==> config.mk <==
export PLATFORM = sky130hd
export DESIGN_NAME = rr_stream_mux
export DESIGN_NICKNAME = d
export VERILOG_FILES = /design/src/rtl/rr_stream_mux_pkg.sv /design/src/rtl/rr_stream_mux_arbiter.sv /design/src/rtl/rr_stream_mux.sv
export SDC_FILE = /design/constraint.sdc
export NUM_CORES = 1
export LEC_CHECK = 0
export ABC_AREA = 0
export CORE_MARGIN = 2
export CORE_UTILIZATION = 42
export DETAILED_ROUTE_END_ITERATION = 8
export GPL_TIMING_DRIVEN = 0
export HOLD_SLACK_MARGIN = 0.12
export PLACE_DENSITY_LB_ADDON = 0.08
export SLEW_MARGIN = 20
export SYNTH_ARGS = -nofsm -noshare
export SYNTH_HDL_FRONTEND = slang
export SYNTH_SLANG_ARGS = --single-unit
==> constraint.sdc <==
create_clock -name clk -period 4.6 [get_ports clk]
set_input_delay 0.69 -clock clk [delete_from_list [all_inputs] [get_ports clk]]
set_output_delay 0.69 -clock clk [all_outputs]
set_load 0.05 [all_outputs]
==> src/rtl/rr_stream_mux_pkg.sv <==
// Shared types and the round-robin search used by the stream mux and its arbiter.
package rr_stream_mux_pkg;

    typedef enum logic {
        MODE_FIXED = 1'b0,
        MODE_RR    = 1'b1
    } mode_e;

    // The search is written for up to RR_MAX_CH channels; wider muxes need a wider index.
    localparam int RR_MAX_CH = 64;
    localparam int RR_IDXW   = 6;

    typedef struct packed {
        logic               found;
        logic [RR_IDXW-1:0] idx;
    } rr_pick_t;

    // First set bit of valid[n-1:0], starting just after last and wrapping.
    function automatic rr_pick_t rr_pick(input logic [RR_MAX_CH-1:0] valid,
                                         input int last,
                                         input int n);
        rr_pick_t r;
        int       c;
        r = '0;
        for (int k = 1; k <= RR_MAX_CH; k++) begin
            if (k <= n) begin
                c = last + k;
                if (c >= n)
                    c = c - n;
                if (!r.found && valid[c[RR_IDXW-1:0]]) begin
                    r.found = 1'b1;
                    r.idx   = c[RR_IDXW-1:0];
                end
            end
        end
        return r;
    endfunction

endpackage

==> src/rtl/rr_stream_mux_arbiter.sv <==
// Combinational round-robin arbiter: request vector and previous winner in,
// one-hot grant and winner index out.
module rr_arbiter
    import rr_stream_mux_pkg::*;
#(
    parameter int N_CH = 4,
    parameter int SELW = $clog2(N_CH)
) (
    input  logic [N_CH-1:0] req,
    input  logic [SELW-1:0] last,
    output logic            found,
    output logic [N_CH-1:0] grant,
    output logic [SELW-1:0] idx
);

    rr_pick_t pick;

    always_comb begin
        pick  = rr_pick(RR_MAX_CH'(req), int'(last), N_CH);
        found = pick.found;
        idx   = SELW'(pick.idx);
        grant = '0;
        for (int i = 0; i < N_CH; i++) begin
            if (pick.found && pick.idx == RR_IDXW'(i))
                grant[i] = 1'b1;
        end
    end

endmodule

==> src/rtl/rr_stream_mux.sv <==
// N-channel valid/ready stream mux with fixed-select or round-robin selection
// feeding a single registered output stage.
module rr_stream_mux
    import rr_stream_mux_pkg::*;
#(
    parameter int N_CH  = 4,
    parameter int WIDTH = 8,
    parameter int SELW  = $clog2(N_CH)
) (
    input  logic                  clk,
    input  logic                  rst_n,
    input  logic                  mode,
    input  logic [SELW-1:0]       sel,
    input  logic [N_CH-1:0]       in_valid,
    input  logic [N_CH*WIDTH-1:0] in_data,
    output logic [N_CH-1:0]       in_ready,
    output logic                  out_valid,
    output logic [WIDTH-1:0]      out_data,
    output logic [SELW-1:0]       out_ch,
    input  logic                  out_ready
);

    logic             load;
    logic             fix_found;
    logic [N_CH-1:0]  fix_grant;
    logic             rr_found;
    logic [N_CH-1:0]  rr_grant;
    logic [SELW-1:0]  rr_idx;
    logic             win_found;
    logic [N_CH-1:0]  win_grant;
    logic [SELW-1:0]  win_idx;
    logic             take;
    logic [SELW-1:0]  last_grant;
    logic [WIDTH-1:0] mux_data;

    rr_arbiter #(
        .N_CH (N_CH),
        .SELW (SELW)
    ) u_arb (
        .req   (in_valid),
        .last  (last_grant),
        .found (rr_found),
        .grant (rr_grant),
        .idx   (rr_idx)
    );

    assign load = !out_valid || out_ready;

    // An out-of-range sel matches no channel, so it simply grants nothing.
    always_comb begin
        fix_found = 1'b0;
        fix_grant = '0;
        for (int i = 0; i < N_CH; i++) begin
            if (sel == SELW'(i) && in_valid[i]) begin
                fix_found    = 1'b1;
                fix_grant[i] = 1'b1;
            end
        end
    end

    always_comb begin
        if (mode_e'(mode) == MODE_RR) begin
            win_found = rr_found;
            win_grant = rr_grant;
            win_idx   = rr_idx;
        end else begin
            win_found = fix_found;
            win_grant = fix_grant;
            win_idx   = sel;
        end
    end

    assign take     = rst_n && load && win_found;
    assign in_ready = take ? win_grant : '0;

    always_comb begin
        mux_data = '0;
        for (int i = 0; i < N_CH; i++) begin
            if (win_idx == SELW'(i))
                mux_data = in_data[i*WIDTH +: WIDTH];
        end
    end

    // Pointer starts at the top channel so channel 0 wins first after reset.
    always_ff @(posedge clk) begin
        if (!rst_n) begin
            out_valid  <= 1'b0;
            out_data   <= '0;
            out_ch     <= '0;
            last_grant <= SELW'(N_CH - 1);
        end else if (take) begin
            out_valid  <= 1'b1;
            out_data   <= mux_data;
            out_ch     <= win_idx;
            last_grant <= win_idx;
        end else if (load) begin
            out_valid  <= 1'b0;
        end
    end

endmodule

# Word level (Yosys, flattened, before mapping)
# Cells that the tools add are included.
totals:
  register_bits: 13
  latchBits: 0
  mem_bits_rw: 0
  mem_bits_ro: 0
  out_inout_bits: 15
  wordCells: 88
  mem_count: 0
classes:
  add_sub_neg: 8
  multipliers: 0
  div_mod_pow: 0
  order_cmp: 8
  eq_ne: 9
  n_shift: 0
  mux: 37
  n_bitwise: 0
  reduce_logical: 22
op_table:
  columns: ["cell", "count"]
  rows:
  - ["greater-or-equal comparator 32 x 4 -> 1 bit (second input constant)", 4]
  - ["2-to-1 mux 8 bit", 4]
  - ["less-than comparator 6 x 7 -> 1 bit (second input constant)", 4]
  - ["2-to-1 mux 7 bit", 4]
  - ["binary-select mux 1 bit (select 6 bit)", 4]
  - ["2-to-1 mux 6 bit", 4]
  - ["subtractor 6 x 4 -> 6 bit (second input constant)", 4]
  - ["2-to-1 mux 1 bit", 18]
  - ["logical AND 1 bit", 13]
  - ["equality test 6 x 2 -> 1 bit (second input constant)", 2]
  - ["equality test 2 bit (second input constant)", 4]
  - ["2-to-1 mux 4 bit", 2]
  - ["adder 2 x 2 -> 3 bit (second input constant)", 2]
  - ["equality test 6 x 1 -> 1 bit (second input constant)", 1]
  - ["zero test 6 bit", 1]
  - ["adder 2 x 3 -> 4 bit (second input constant)", 1]
  - ["equality test 2 x 1 -> 1 bit (second input constant)", 2]
  - ["zero test 1 bit", 4]
  - ["zero test 2 bit", 2]
  - ["adder 2 x 1 -> 3 bit (second input constant)", 1]
  - ["2-to-1 mux 2 bit", 1]
  - ["nonzero test 2 bit", 1]
  - ["logical OR 1 bit", 1]

# Depth between registers and ports, before layout
# Gate-level depths: netlist (run 1).
logic_depth:
  word_depth: 21
  ltp_mapped: 11
  mapped_depth_nobuf: 9

# By module
# A second synthesis (run 1) with hierarchy kept.
unflattened:
  hier_cells: 131
  area_unflattened_um2: 1206.2
by_module_without_submodules:
  columns: ["mod", "n_inst", "cells_per_inst", "area_each_um2", "seq_area_each_um2"]
  rows:
  - ["rr_stream_mux", 1, 88, 833.3, 260.2]
  - ["rr_arbiter", 1, 43, 372.9, 0.0]

# Worst setup path before layout (run 1)
# OpenSTA, ideal clock, no wires.
synth_path:
  kind: "reg-to-output"
  from: "reg last_grant[0]"
  to: "out in_ready[1]"
  arrival_ns: 2.913
  slack_ns: 0.997
  path_stages_with_launch: 10
  path_buffers: 1
  path_cell_list: "dfxtp_1 > buf_6 > inv_1 > ha_1 > or3_4 > and4_4 > a221o_1 > and2_2 > o22a_1 > nor2_1"
synth_between:
  elab_chain_cells: 20
  word_cells_on_any_way: 41
  classes_between: "add/sub (8); order compare (4); eq/ne (1); mux (20); reduce/logical (8)"
synth_lines:
  columns: ["item", "line_no", "source"]
  rows:
  - ["start: declaration", "rr_stream_mux.sv:33", "logic [SELW-1:0] last_grant;"]
  - ["start signal: assignment", "rr_stream_mux.sv:90", "last_grant <= SELW'(N_CH - 1);"]
  - ["start signal: assignment", "rr_stream_mux.sv:95", "last_grant <= win_idx;"]
  - ["adder 2 x 1 -> 3 bit", "rr_stream_mux_pkg.sv:27", "c = last + k;"]
  - ["greater-or-equal comparator 32 x 4 -> 1 bit or subtractor 6 x 4 -> 6 bit (tied branches)", "rr_stream_mux_pkg.sv:28, rr_stream_mux_pkg.sv:29", null]
  - ["2-to-1 mux 6 bit", "rr_stream_mux_pkg.sv:28", "if (c >= n)"]
  - ["binary-select mux 1 bit (select 6 bit)", "rr_stream_mux_pkg.sv:30", "if (!r.found && valid[c[RR_IDXW-1:0]]) begin"]
  - ["2-to-1 mux 1 bit (not written as such)", "rr_stream_mux_pkg.sv:30", null]
  - ["2-to-1 mux 7 bit", "rr_stream_mux_pkg.sv:30", null]
  - ["zero test 1 bit", "rr_stream_mux_pkg.sv:30", null]
  - ["logical AND 1 bit", "rr_stream_mux_pkg.sv:30", null]
  - ["[... 4 more ...]", null, null]
  - ["zero test 1 bit", "rr_stream_mux_pkg.sv:30", null]
  - ["logical AND 1 bit", "rr_stream_mux_pkg.sv:30", null]
  - ["2-to-1 mux 7 bit *", "rr_stream_mux_pkg.sv:30", null]
  - ["equality test 6 x 1 -> 1 bit", "rr_stream_mux_arbiter.sv:24", "if (pick.found && pick.idx == RR_IDXW'(i))"]
  - ["logical AND 1 bit", "rr_stream_mux_arbiter.sv:24", null]
  - ["2-to-1 mux 1 bit", "rr_stream_mux_arbiter.sv:24", null]
  - ["2-to-1 mux 4 bit", "rr_stream_mux.sv:62", "if (mode_e'(mode) == MODE_RR) begin"]
  - ["2-to-1 mux 4 bit *", "rr_stream_mux.sv:74", "assign in_ready = take ? win_grant : '0;"]
  - ["end: declaration", "rr_stream_mux.sv:16", "output logic [N_CH-1:0] in_ready,"]
# Mark *: on every way between the ends. The rest lies on a longest branch, timed or not. The select of a mux whose other input is x is not followed.

# Worst setup path after layout (run 1)
# Ends and elaborated chain as after synthesis.

==> reports/results.ini, run 1 <==
[sta]
achievable-frequency_ghz=0.2278
totalNegativeSetupSlack_ns=0
setup_ws_ns=0.2098
min_period_ns=4.390
final_skew_ns=0.005132
finalHoldViolations=0
max_slew_margin_pct=65.34
maxSlewViolCount=0
timing.final.crit_share_pct=95.44
rsz0062_at_grt=no
worstMarginPinSlew_ns=0.5183
setup_violations=0

[die]
fp.dieArea_um2=3259
floorplan.core_area_um2=2710
die_height_um=57.09
io_pins=57
die_x_um=57.09
rows=19
initial_core_util_pct=43.67

[route]
drc_errors=0
detail_route.vias_per_cell=5.581
antenna_left=0
detail_route.first_pass.iterations=4
wirelength_um=3102
routed-via-count=1239
dr.first_iter.drc_count=43
routedWlPerCell_um=13.97

[placement]
pre_cts_slack_ns=0.2861
io_buffers=56
place.gp.congestion=0.8922
place_hpwl_um=2518

[synthesis]
async_flop_share_pct=0
yosys.area.top_type=sky130_fd_sc_hd__dfxtp_1
ys_dominant_reg_cell=sky130_fd_sc_hd__dfxtp_1
synth.ff_latch_count=13
synthesis.area_um2=1184
number_of_instances_in_the_synthesized_netlist=131
synth_edf_count=0
netlist.area_leader.share_pct=21.99
synthesis_warning_total=0
sequential_element_share_of_the_synthesized_area_pct=21.99
synth.avg_cell_area_um2=9.035
synth.top_cells.by_area=sky130_fd_sc_hd__dfxtp_1, sky130_fd_sc_hd__mux2i_1, sky130_fd_sc_hd__ha_1
synth_nets=178
synth_cell_types=50

[clock_network]
cts_inserted_buffers=3
cts.reportedPaths.clkPinSlew_ns=0.08
ctsRootBufferMaster=sky130_fd_sc_hd__clkbuf_4
cts-resized-gates=0
clock_insertion_delay_worst_skew_ns=0.26
htreeDepth=1
post_cts_buffers=0
cts_tree=yes
clock_tree.buffer_depth=2
clkSinkCount=13
cts_hold_repair_buffers=0

[cells_and_area]
layout.filler_cells=246
design.final.nets=239
n_antenna_cell=0
synthToLayoutAreaGrowth_pct=52.85
most_common_cell_after_layout_fill_and_taps_aside=sky130_fd_sc_hd__clkdlybuf4s50_1
top_library_cells_by_usage_in_the_layout_fill_and_taps_aside=sky130_fd_sc_hd__clkdlybuf4s50_1, sky130_fd_sc_hd__mux2i_1, sky130_fd_sc_hd__dfxtp_1
layout-drive-gt1-share_pct=10.47

[worst_setup_path]
startpoint=last_grant[0]$_SDFFE_PN1P_
reg2reg_setup_slack_ns=1.62
path_max_fanout=9
worstSetupPathType=reg -> out
crit_path_start_kind=register
worstReg2RegStart=last_grant[0]$_SDFFE_PN1P_
r2r-end=out_data[2]$_SDFFE_PN0P_
timing.critical_path.to_type=output pin
timing.critical_path.arrival_ns=3.70
r2r_cells=11
worstPathRequired_ns=3.91

[worst_hold_path]
holdCritPathClass=reg -> reg
min_delay_worst_endpoint=out_data[3]$_SDFFE_PN0P_
min_delay_path_depth=2
timing.hold.worst.start=out_data[3]$_SDFFE_PN0P_

[global_routing]
grt_max_degree=11
antenna_violations_before_repair=0
grt_pass1_wl_um=4961
first_global_vias=1202
groute.usage.overall_pct=18.98
globalRouteOverflowTotal=0

[status]
status=complete, no violations

[power]
power-per-cell-area_nw_per_um2=491.2
ir_drop_mv=0.3115
power_leakage_uw=0.0007741

[flow_run]
maxCapViolCount=0

==> sequential cells by signal, indices dropped and copies added (netlist names) <==
name        count
last_grant      2
out_valid       1
out_ch          2
out_data        8
==> metal layers <==
metal  up-vias  part of all wire, %  track usage (%)  wire, um
met5         -                    0                0         0
li1        627                    -                -         -
met2        48                   49            34.48      1513
met4         0                  1.2            6.312        36
met1       560                   42            20.98      1301
met3         4                  8.1            5.669       250
==> critical path: stages, from the launching register on <==
cell,delay (ns)
sky130_fd_sc_hd__dfxtp_1,0.43
sky130_fd_sc_hd__buf_6,0.18
sky130_fd_sc_hd__inv_1,0.13
sky130_fd_sc_hd__ha_1,0.40
sky130_fd_sc_hd__a21bo_2,0.24
sky130_fd_sc_hd__a2bb2oi_2,0.23
sky130_fd_sc_hd__nand4_1,0.14
sky130_fd_sc_hd__or3_1,0.39
sky130_fd_sc_hd__and2_2,0.23
sky130_fd_sc_hd__o22a_1,0.18
sky130_fd_sc_hd__nor2_1,0.09
sky130_fd_sc_hd__clkdlybuf4s50_1,0.80
==> worst max-delay path by stage <==
stage	to	cells past startpoint
3_3_place_gp	in_ready[1]	9
2_1_floorplan	in_ready[1]	9
4_1_cts	in_ready[1]	11
6_report	in_ready[1]	11
5_1_grt	in_ready[1]	11
3_5_place_dp	in_ready[1]	9
==> report_power, final <==
part           switching [uW]  total, uW  internal [uW]  leakage (uW)
Clock                    33.8       67.2           33.5     0.0000150
Sequential               25.7        174            148      0.000108
Combinational             355        647            293      0.000651
Total                     414        889            475      0.000774
==> layout make-up <==
cell class / count / area, um2 / share of cell area, %
inverters: 3 / 11.26 / 0.6224
plain buffers: 7 / 58.81 / 3.250
well taps: 31 / 38.79 / 2.144
multi-input cells: 108 / 853.3 / 47.16
repair buffers: 56 / 560.5 / 30.98
flip-flops and latches: 13 / 260.3 / 14.38
clock buffers: 4 / 26.28 / 1.452
==> logic make-up (layout without fill, tap and decap cells) <==
logic type / after synthesis / in the layout / synth area share, %
compound gates: 42 / 42 / 26.11
fa+ha+maj: 5 / 5 / 5.285
buf+inv: 10 / 70 / 5.918
flops: 13 / 13 / 21.99
mux: 23 / 23 / 20.93
simple gates: 38 / 38 / 19.77
==> stage by stage <==
step / std cells / hold WS [ns] / utilization, % / cell area (um2) / power, uW
after floorplan: 131 / 0.6112 / - / 1184 / 647.3
after global placement: 218 / 0.4546 / 65.79 / 1783 / 809.0
after detailed placement: 218 / 0.4682 / 65.79 / 1783 / 821.7
after CTS: 222 / 0.4893 / 66.76 / 1809 / 891.7
after global routing: 222 / 0.5061 / 66.76 / 1809 / 945.3
final: 222 / 0.4848 / 66.76 / 1809 / 888.8
==> cells in the mapped netlist (3+ instances only) <==
master and number:
sky130_fd_sc_hd__nand2_1 4, sky130_fd_sc_hd__a2bb2oi_1 6, sky130_fd_sc_hd__inv_1 3, sky130_fd_sc_hd__ha_1 5, sky130_fd_sc_hd__o21ai_0 4, sky130_fd_sc_hd__mux2i_1 20, sky130_fd_sc_hd__nor2b_1 4, sky130_fd_sc_hd__nand2b_1 4
sky130_fd_sc_hd__nand3_1 4, sky130_fd_sc_hd__nor3_1 3, sky130_fd_sc_hd__o21ai_1 6, sky130_fd_sc_hd__o221ai_1 3, sky130_fd_sc_hd__buf_6 3, sky130_fd_sc_hd__dfxtp_1 13, sky130_fd_sc_hd__a21oi_1 6
No activity file was read; power rests on OpenSTA's default activity.
==> inputs of run 2 (changes only) <==
--- a/config.mk
+++ b/config.mk
@@ -6,7 +6,7 @@
 export NUM_CORES = 1
 export LEC_CHECK = 0
 export ABC_AREA = 0
-export CORE_MARGIN = 2
+export CORE_MARGIN = 10
 export CORE_UTILIZATION = 42
 export DETAILED_ROUTE_END_ITERATION = 8
 export GPL_TIMING_DRIVEN = 0
==> reports/results.ini, run 2 (synthesized netlist as in run 1, its figures left out) <==
[clock_network]
clock_insertion_delay_worst_skew_ns=0.28  ; +0.02 ns
clkSinkCount=13  ; unchanged
cts-resized-gates=0  ; unchanged
cts.reportedPaths.clkPinSlew_ns=0.08  ; about the same
htreeDepth=1  ; unchanged
clock_tree.buffer_depth=2  ; unchanged
post_cts_buffers=0  ; unchanged
cts_inserted_buffers=3  ; unchanged
cts_tree=yes
ctsRootBufferMaster=sky130_fd_sc_hd__clkbuf_4
cts_hold_repair_buffers=0  ; unchanged

[cells_and_area]
n_antenna_cell=0  ; unchanged
layout-drive-gt1-share_pct=10.47  ; unchanged
most_common_cell_after_layout_fill_and_taps_aside=sky130_fd_sc_hd__clkdlybuf4s50_1
design.final.nets=239  ; unchanged
largest_register_ffs=8  ; unchanged
synthToLayoutAreaGrowth_pct=52.85  ; unchanged
top_library_cells_by_usage_in_the_layout_fill_and_taps_aside=sky130_fd_sc_hd__clkdlybuf4s50_1, sky130_fd_sc_hd__mux2i_1, sky130_fd_sc_hd__dfxtp_1
largest_registers=out_data (8), last_grant (2), out_ch (2)
layout.filler_cells=244  ; -0.81%
registers.top_by_ff_count=out_data

[sta]
worstMarginPinSlew_ns=0.5263  ; +0.007935 ns
setup_ws_ns=0.1916  ; -0.01820 ns
finalHoldViolations=0  ; unchanged
timing.final.crit_share_pct=95.83  ; +0.40 points
achievable-frequency_ghz=0.2268  ; -0.41%
final_skew_ns=0.005643  ; +0.0005113 ns
totalNegativeSetupSlack_ns=0  ; unchanged
min_period_ns=4.408  ; +0.01820 ns
setup_violations=0  ; unchanged
maxSlewViolCount=0  ; unchanged
max_slew_margin_pct=64.80  ; -0.53 points
rsz0062_at_grt=no

[power]
power_leakage_uw=0.0007741  ; unchanged
power.share.switching_pct=47.14  ; +0.56 points
cell_internal_pwr_uw=475.1  ; about the same
power-per-cell-area_nw_per_um2=496.8  ; +1.1%
pwr-share-seq_pct=19.2  ; -0.4 points
ir_drop_mv=0.3668  ; +18%
clock_power_share_pct=7.9  ; +0.3 points
p_switching_uw=423.7  ; +2.4%
p_comb_share_pct=72.9  ; about the same

[global_routing]
grt_max_degree=11  ; unchanged
globalRouteOverflowTotal=0  ; unchanged
first_global_vias=1370  ; +14%
groute.usage.overall_pct=14.02  ; -5.0 points
grt_pass1_wl_um=6141  ; +24%
antenna_violations_before_repair=0  ; unchanged

[die]
die_height_um=73.09  ; +28%
fp.dieArea_um2=5341  ; +64%
floorplan.core_area_um2=2734  ; +0.88%
die_x_um=73.09  ; +28%
rows=19  ; unchanged
initial_core_util_pct=43.30  ; -0.38 points
io_pins=57  ; unchanged

[worst_setup_path]
path_max_fanout=9  ; unchanged
reg2reg_setup_slack_ns=1.61  ; about the same
worstPathRequired_ns=3.91  ; about the same
worstReg2RegStart=last_grant[0]$_SDFFE_PN1P_
worstSetupPathType=reg -> out
timing.critical_path.arrival_ns=3.72  ; +0.02 ns
timing.critical_path.to_type=output pin
r2r_cells=11  ; unchanged
crit_path_start_kind=register
r2r-end=out_data[6]$_SDFFE_PN0P_

[worst_hold_path]
min_delay_path_depth=2  ; unchanged
min_delay_worst_endpoint=out_data[3]$_SDFFE_PN0P_
holdCritPathClass=reg -> reg
timing.hold.worst.start=out_data[3]$_SDFFE_PN0P_

[placement]
io_buffers=56  ; unchanged
pre_cts_slack_ns=0.2533  ; -0.03278 ns
place_hpwl_um=3001  ; +19%
place.gp.congestion=0.8596  ; -3.7%

[route]
routedWlPerCell_um=16.40  ; +17%
routed-via-count=1279  ; +3.2%
detail_route.first_pass.iterations=4  ; unchanged
detail_route.vias_per_cell=5.761  ; +3.2%
drc_errors=0  ; unchanged
dr.first_iter.drc_count=86  ; +100%
wirelength_um=3640  ; +17%
antenna_left=0  ; unchanged

[status]
status=complete, no violations

[flow_run]
maxCapViolCount=0  ; unchanged

==> run 2: cell counts in the layout (fill, tap and decap cells not counted) <==
No cell type changed its count.
==> run 2: final cells by class <==
cell class                      instances  area [um2]  share of cell area, %
Buffer                                  7       58.81                  3.250
Clock buffer                            4       26.28                  1.452
Inverter                                3       11.26                 0.6224
Multi-Input combinational cell        108       853.3                  47.16
Sequential cell                        13       260.3                  14.38
Tap cell                               31       38.79                  2.144
Timing Repair Buffer                   56       560.5                  30.98
==> run 2: through the flow <==
step / area, um2 / utilization (%) / std cells / total power, uW / hold WS, ns
6_report: 1809 / 66.18 / 222 / 898.8 / 0.4905
3_3_place_gp: 1783 / 65.22 / 218 / 812.3 / 0.4555
3_5_place_dp: 1783 / 65.22 / 218 / 827.4 / 0.4683
2_1_floorplan: 1184 / - / 131 / 647.3 / 0.6112
4_1_cts: 1809 / 66.18 / 222 / 899.0 / 0.4880
5_1_grt: 1809 / 66.18 / 222 / 960.0 / 0.5021
==> run 2: power groups by stage <==
stage               Combinational [uW]  Clock, uW  Sequential (uW)
finish                             655       71.0              173
CTS                                654       71.9              173
detailed placement                 652          0              176
global route                       703       80.4              177
global placement                   640          0              173
floorplan                          371          0              276
==> run 2: worst max-delay path by stage <==
stage / start / endpoint
finish: last_grant[0]$_SDFFE_PN1P_ / in_ready[1]
global route: last_grant[0]$_SDFFE_PN1P_ / in_ready[1]
CTS: last_grant[0]$_SDFFE_PN1P_ / in_ready[1]
detailed placement: in_valid[1] / in_ready[1]
global placement: in_valid[0] / in_ready[1]
floorplan: last_grant[0]$_SDFFE_PN1P_ / in_ready[1]
==> run 2: worst max-delay path: stages, from the launching register on <==
cell and delay (ns):
sky130_fd_sc_hd__dfxtp_1 0.41, sky130_fd_sc_hd__buf_6 0.18, sky130_fd_sc_hd__inv_1 0.13, sky130_fd_sc_hd__ha_1 0.40, sky130_fd_sc_hd__a21bo_2 0.24, sky130_fd_sc_hd__a2bb2oi_2 0.23, sky130_fd_sc_hd__nand4_1 0.16, sky130_fd_sc_hd__or3_1 0.39
sky130_fd_sc_hd__and2_2 0.22, sky130_fd_sc_hd__o22a_1 0.18, sky130_fd_sc_hd__nor2_1 0.09, sky130_fd_sc_hd__clkdlybuf4s50_1 0.81
==> run 2: routing by layer <==
| layer | track usage (%) | share of wire [%] | vias to the layer above |
|---|---|---|---|
| li1 | - | - | 623 |
| met1 | 14.50 | 40 | 584 |
| met2 | 22.45 | 45 | 63 |
| met3 | 7.619 | 13 | 9 |
| met4 | 6.962 | 2.3 | 0 |
| met5 | 0 | 0 | - |
==> inputs of run 3 (changes only) <==
--- a/config.mk
+++ b/config.mk
@@ -10,7 +10,6 @@
 export CORE_UTILIZATION = 42
 export DETAILED_ROUTE_END_ITERATION = 8
 export GPL_TIMING_DRIVEN = 0
-export HOLD_SLACK_MARGIN = 0.12
 export PLACE_DENSITY_LB_ADDON = 0.08
 export SLEW_MARGIN = 20
 export SYNTH_ARGS = -nofsm -noshare
==> results of run 3 <==
The final DEF is identical to that of run 2; final timing and power are the same.
